`src/rtl/pe_mac_param.sv`:
```
// rtl/pe_mac_param.sv - systolic-array MAC processing element with shadow weight and overflow handling
module pe_mac_param #(
  parameter int DATA_W   = 8,
  parameter int ACC_W    = 32,
  parameter int SIGNED   = 1,
  parameter int SATURATE = 0
) (
  input  logic              clk,
  input  logic              reset,
  input  logic              i_wload,
  input  logic [DATA_W-1:0] i_weight,
  input  logic              i_wswap,
  input  logic              i_valid,
  input  logic [DATA_W-1:0] i_west,
  input  logic [ACC_W-1:0]  i_north,
  input  logic              i_clr_ovf,
  output logic [DATA_W-1:0] o_east,
  output logic [ACC_W-1:0]  o_south,
  output logic              o_valid,
  output logic [DATA_W-1:0] o_weight,
  output logic              o_ovf
);

  localparam int PW = 2 * DATA_W;
  localparam int EW = ACC_W + 1 - PW;

  logic [DATA_W-1:0] shadow_q, shadow_d;
  logic [DATA_W-1:0] active_q, active_d;
  logic [DATA_W-1:0] east_q, east_d;
  logic [ACC_W-1:0]  south_q, south_d;
  logic              valid_q, valid_d;
  logic              ovf_q, ovf_d;

  logic [PW-1:0]     west_x, wgt_x, prod;
  logic              prod_sgn, north_sgn;
  logic [ACC_W:0]    sum_x;
  logic              ovf_now;
  logic [ACC_W-1:0]  sum_f;

  // Arithmetic: full-width product, then an ACC_W+1 bit exact sum so overflow is visible
  always_comb begin
    west_x = {{DATA_W{(SIGNED != 0) & i_west[DATA_W-1]}}, i_west};
    wgt_x  = {{DATA_W{(SIGNED != 0) & active_q[DATA_W-1]}}, active_q};
    // Low PW bits of the product are identical for signed and unsigned operands
    prod      = west_x * wgt_x;
    prod_sgn  = (SIGNED != 0) & prod[PW-1];
    north_sgn = (SIGNED != 0) & i_north[ACC_W-1];
    sum_x     = {north_sgn, i_north} + {{EW{prod_sgn}}, prod};
    if (SIGNED != 0) begin
      ovf_now = sum_x[ACC_W] ^ sum_x[ACC_W-1];
    end else begin
      ovf_now = sum_x[ACC_W];
    end
    sum_f = sum_x[ACC_W-1:0];
    if ((SATURATE != 0) && ovf_now) begin
      if (SIGNED != 0) begin
        // The extra top bit holds the true sign of the exact sum
        sum_f = sum_x[ACC_W] ? {1'b1, {(ACC_W-1){1'b0}}} : {1'b0, {(ACC_W-1){1'b1}}};
      end else begin
        sum_f = {ACC_W{1'b1}};
      end
    end
  end

  // Next-state: weight double buffering, data forwarding and sticky overflow
  always_comb begin
    shadow_d = shadow_q;
    active_d = active_q;
    east_d   = east_q;
    south_d  = south_q;
    valid_d  = i_valid;
    ovf_d    = ovf_q;
    if (i_wload) shadow_d = i_weight;
    // Swap takes the pre-load shadow so a simultaneous load lands one slot behind
    if (i_wswap) active_d = shadow_q;
    if (i_valid) begin
      east_d  = i_west;
      south_d = sum_f;
    end
    // A fresh overflow wins over a clear in the same cycle
    if (i_valid && ovf_now) begin
      ovf_d = 1'b1;
    end else if (i_clr_ovf) begin
      ovf_d = 1'b0;
    end
  end

  // State registers with synchronous active-low reset
  always_ff @(posedge clk) begin
    if (!reset) begin
      shadow_q <= '0;
      active_q <= '0;
      east_q   <= '0;
      south_q  <= '0;
      valid_q  <= 1'b0;
      ovf_q    <= 1'b0;
    end else begin
      shadow_q <= shadow_d;
      active_q <= active_d;
      east_q   <= east_d;
      south_q  <= south_d;
      valid_q  <= valid_d;
      ovf_q    <= ovf_d;
    end
  end

  assign o_east   = east_q;
  assign o_south  = south_q;
  assign o_valid  = valid_q;
  assign o_weight = shadow_q;
  assign o_ovf    = ovf_q;

endmodule
```
`config.mk`:
```
export PLATFORM = sky130hd
export DESIGN_NAME = pe_mac_param
export DESIGN_NICKNAME = d
export VERILOG_FILES = /design/src/rtl/pe_mac_param.sv
export SDC_FILE = /design/constraint.sdc
export NUM_CORES = 1
export LEC_CHECK = 0
export CAP_MARGIN = 20
export CORE_ASPECT_RATIO = 0.7
export CORE_MARGIN = 3
export CORE_UTILIZATION = 55
export DETAILED_ROUTE_END_ITERATION = 7
export PLACE_DENSITY = 0.86
export SLEW_MARGIN = 0
export SYNTH_ARGS = -nofsm -noshare
export SYNTH_HDL_FRONTEND = slang
export SYNTH_SLANG_ARGS = --single-unit
```
`constraint.sdc`:
```
create_clock -name clk -period 12.8 [get_ports clk]
set_input_delay 2.56 -clock clk [delete_from_list [all_inputs] [get_ports clk]]
set_output_delay 2.56 -clock clk [all_outputs]
set_load 0.01 [all_outputs]
```
Word-level counts from Yosys, hierarchy flattened --
Index checks and enable logic that the tools add are counted.
Word-level totals: bits of input ports 54, output and inout bits 50, register bits after elaboration 58
Cells by class: bitwise logic cells 1, add/sub/neg operators 1, reduce and logical (&&, ||, !) cells 2, muxes and demuxes 2, multipliers 1
Operator list (count):
- adder 32 x 16 -> 33 bit | 1
- multiplier 8 x 8 -> 16 bit | 1
- two-way mux 1 bit | 2
- nonzero test 2 bit | 1
- logical AND 1 bit | 1
- bitwise XOR 1 bit | 1

Depth between registers and ports, before layout --
depth after elaboration 5, depth in mapped cells 21, mapped depth without buffers 20

Worst setup path after synthesis --
OpenSTA, ideal clock, no wires.
kind input -> register, start in i_west[7], end reg ovf_q (netlist: o_ovf), path slack 4519 ps, stages on the path 18, arrival 8194 ps, buffers on the path 0, cell sequence and2_1 inv_1 fa_1 inv_1 fa_1 fa_1 fa_1 inv_1 fa_1 inv_1 ha_1 nand4_1 a311o_1 a21o_1 a31oi_2 mux2i_1 nor4_1 o31ai_1
On the way: cells in the longest elaborated chain, start to end 5, elaborated cells between the ends (all ways) 6, classes of those cells add/sub (1); mul (1); mux (1); bitwise (1); reduce/logical (2)
RTL lines:
- start, declared | RTL line 14 | input logic [DATA_W-1:0] i_west,
- multiplier 8 x 8 -> 16 bit * | RTL line 45 | prod = west_x * wgt_x;
- adder 32 x 16 -> 33 bit * | RTL line 48 | sum_x = {north_sgn, i_north} + {{EW{prod_sgn}}, prod};
- bitwise XOR 1 bit * | RTL line 50 | ovf_now = sum_x[ACC_W] ^ sum_x[ACC_W-1];
- logical AND 1 bit * | RTL line 81 | if (i_valid && ovf_now) begin
- two-way mux 1 bit or nonzero test 2 bit (tied branches)
- end signal, assigned | RTL line 103 | ovf_q <= ovf_d;
- end, declared | RTL line 32 | logic ovf_q, ovf_d;
Every way passes the cells marked *; elsewhere a longest branch is shown, timed or not. A chain may end at the register's enable or synchronous reset.

Final worst setup path --
start in i_west[7], end reg south_q[21] (netlist: o_south[21])
On the way: cells in the longest elaborated chain, start to end 2
RTL lines:
- multiplier 8 x 8 -> 16 bit | RTL line 45
- adder 32 x 16 -> 33 bit | RTL line 48
- end signal, assigned | RTL line 101 | south_q <= south_d;
- end, declared | RTL line 30 | logic [ACC_W-1:0] south_q, south_d;
No other way between the ends.

==> results.toml <==
[layout]
drive_gt1_share_pct = 3.34
antenna_cells = 0
n_fill_cell = 989
multi_input_area_um2 = 5940
fin_util_pct = 68.3
num-nets-final = 1130
final-seq-area_um2 = 1160
synthToLayoutAreaGrowth_pct = 19.4

[timing]
whs_ns = 0.469
setup_viol_count_final = 0
finalCritPeriodShare_pct = 68.2
rsz0062_at_grt = "false"
setup_ws_ns = 4.07
worst_pin_slew_ns = 1.05
tns_ns = 0
fmax_mhz = 115
timing.slew.headroom_pct = 29.9
drv_slew = 0
finalHoldViolations = 0
clock_skew_ns = 0.00464
period_minus_slack_ns = 8.73

[clocking]
numCtsBuffers = 9
clock_latency_ns = 0.33
post_cts_buffers = 0
clock_sinks = 58
cts_resized = 0
htreeDepth = 3
hold_buffers = 0
clk_pin_slew_worst_paths_ns = 0.06
cts_tree = "done"
clock_path_buffers = 2
cts_root_buf = "clkbuf_16"

[global_routing]
grt_pass1_wl_um = 30600
antenna_found_initial = 0
grt.total_usage_pct = 24.7
grt_overflow = 0
grt_pass1_vias = 5962
grt_max_degree = 53

[synth]
synth_top_cell_by_area = "fa_1"
synth-simple-area-share_pct = 12.9
synth_fa_ha_area_share_pct = 48.5
synth_area_leaders = "fa_1 (37%), dfxtp_1 (15%), ha_1 (12%)"
muxShareOfSynthArea_pct = 5.37
synthCells = 769
syn_area_um2 = 7640
synth_seq_area_share_pct = 15.2
synth_top_area_share_pct = 36.7
ys_ff_latch = 58
ys.flop_type = "dfxtp_1"
synth_cell_types = 60
async_flop_share_pct = 0
yosysWarnings = 0
synth_top_family_by_area = "adder cells"
syn-num-nets = 1035
syn_area_per_cell_um2 = 9.93
synth-xor-area-share_pct = 1.84
synth_compound_area_share_pct = 9.21
synth_edf_count = 0

[worst_setup_path]
cp.arrival_ns = 8.91
worst_path_most_repeated_cell = "fa_1"
crit_required_ns = 12.99
worstSetupPathType = "input pin to flip-flop"
crit_family = "adder cells"
cp_num_buf_inv = 5
slowest_stage = "and2_2"
path_cells = "clkdlybuf4s50_1 > and2_2 > inv_1 > fa_1 > inv_1 > fa_1 > fa_1 > fa_1 > inv_1 > fa_1 > inv_1 > ha_1 > nand4_1 > a311o_1 > a21boi_0 > a221oi_1 > xnor2_1 > mux2i_1 > nor2_1"
worst-path-max-fanout = 25
critPathLaunchType = "input pin"
crit_path_max_incr_delay_ns = 0.81
crit_path_end_kind = "flip-flop"

[worst_hold_path]
hold_path.class = "flip-flop to flip-flop"

[die]
dieArea_um2 = 15400
io_pins = 104
core_um2 = 13400
die_y_um = 105
initial_core_util_pct = 57.2
rows = 35
die_w_um = 147

[routing]
via_per_inst = 5.42
dr_wl_met2_um = 7240
num_vias = 5708
m1WireLength_um = 8780
routedWlPerCell_um = 16.8
wl_um = 17700
routed.top_layer = "met4"
dr_wl_met3_um = 1510
firstDrtPassIters = 5
postRouteAntennaNets = 0
post-route-drc-count = 0
drt_iter0_drc = 464

[power]
total_leakage_power_uw = 0.00439
power_uw = 922
power_density_nw_per_um2 = 101
ir_worst_vdd_mv = 0.0854

[run_status]
outcome = "complete, no violations"

[job]
cap_violations = 0

[place]
dpl.hpwl_um = 14100
place_congestion = 0.941
place_ws_ns = 3.81
io_buffers = 103
## final timing paths
path	from	to	slack [ns]	cells past startpoint
setup / recovery	i_west[7]	o_south[21]$_SDFFE_PN0P_	4.07	19
hold / removal	o_south[25]$_SDFFE_PN0P_	o_south[25]$_SDFFE_PN0P_	0.47	2
setup reg to reg	active_q[0]$_SDFFE_PN0P_	o_south[21]$_SDFFE_PN0P_	6.35	18
hold reg to reg	o_south[25]$_SDFFE_PN0P_	o_south[25]$_SDFFE_PN0P_	0.47	2
## stage by stage
step	instances	instance area (µm²)
after global routing	1053	9120
after CTS	1053	9120
after global placement	1038	8810
final	1053	9120
after detailed placement	1038	8810
after floorplan	769	7640
## cell usage after synthesis, types with 2 or more instances
master	instances
clkinv_1	2
a21boi_0	4
xor2_1	4
or2_2	2
a31oi_1	6
a211oi_1	3
a21oi_1	26
nand2_1	45
or3_1	3
xnor2_1	12
a311o_1	2
o2111ai_1	3
a21o_1	6
nor3_1	11
and2_1	36
mux2i_1	41
a21boi_1	2
fa_1	140
o21a_1	6
o211ai_1	3
nor2_1	70
nand4_1	5
nand3_1	11
o21ai_0	14
nand3b_1	4
o31ai_1	4
a311oi_1	2
ha_1	72
inv_1	115
a221oi_1	2
clkbuf_1	19
o21bai_1	3
and3_1	5
dfxtp_1	58
a211o_1	2
nand2b_1	2
## routing by layer
| metal | up-vias | track usage [%] |
|---|---|---|
| met5 | - | 0 |
| met4 | 0 | 4.23 |
| met3 | 12 | 5.33 |
| met2 | 223 | 34.2 |
| met1 | 2771 | 39.8 |
| li1 | 2702 | - |
## sequential cells by signal, summed over array words and instances, names as in the netlist
register	count
o_south	32
active_q	8
o_east	8
o_weight	8
o_ovf	1
o_valid	1
## worst min-delay path: stages, from the launching register on
cell,delay (ns)
dfxtp_1,0.31
nand2_1,0.06
a21oi_1,0.05
## placed cells by master, fill, tap and decap left out, types with 4 or more instances in the layout
cell type,synthesis,layout
and3_1,5,5
and2_1,36,35
a31oi_1,6,6
o21ai_0,14,14
nand4_1,5,5
a21boi_0,4,4
nor2_1,70,70
xor2_1,4,4
nor3_1,11,11
mux2i_1,41,41
fa_1,140,140
clkdlybuf4s50_1,0,102
ha_1,72,72
o31ai_1,4,4
clkbuf_16,0,9
dfxtp_1,58,58
a21o_1,6,6
a21oi_1,26,26
nand3_1,11,11
o21a_1,6,6
xnor2_1,12,12
nand3b_1,4,4
inv_1,115,115
nand2_1,45,45
## final cells by class
cell class | count | area share, %
sequential | 58 | 12.7
multi-input combinational | 573 | 65.2
inverter | 117 | 4.82
clock inverter | 4 | 0.563
timing repair buffer | 105 | 11.4
clock buffer | 11 | 2.77
tap | 185 | 2.54
## power breakdown
group	total [µW]	switching (µW)	internal, µW
combinational	455	246	209
sequential	222	17.7	205
clock	245	84.6	160
total	922	349	573
## kinds of logic after synthesis
| family | Yosys count |
|---|---|
| xor+xnor | 16 |
| flops | 58 |
| simple gates | 204 |
| mux | 41 |
| compound gates | 100 |
| buf+inv | 138 |
| fa+ha+maj | 212 |
Note: power is estimated with default switching activity, not from simulation.
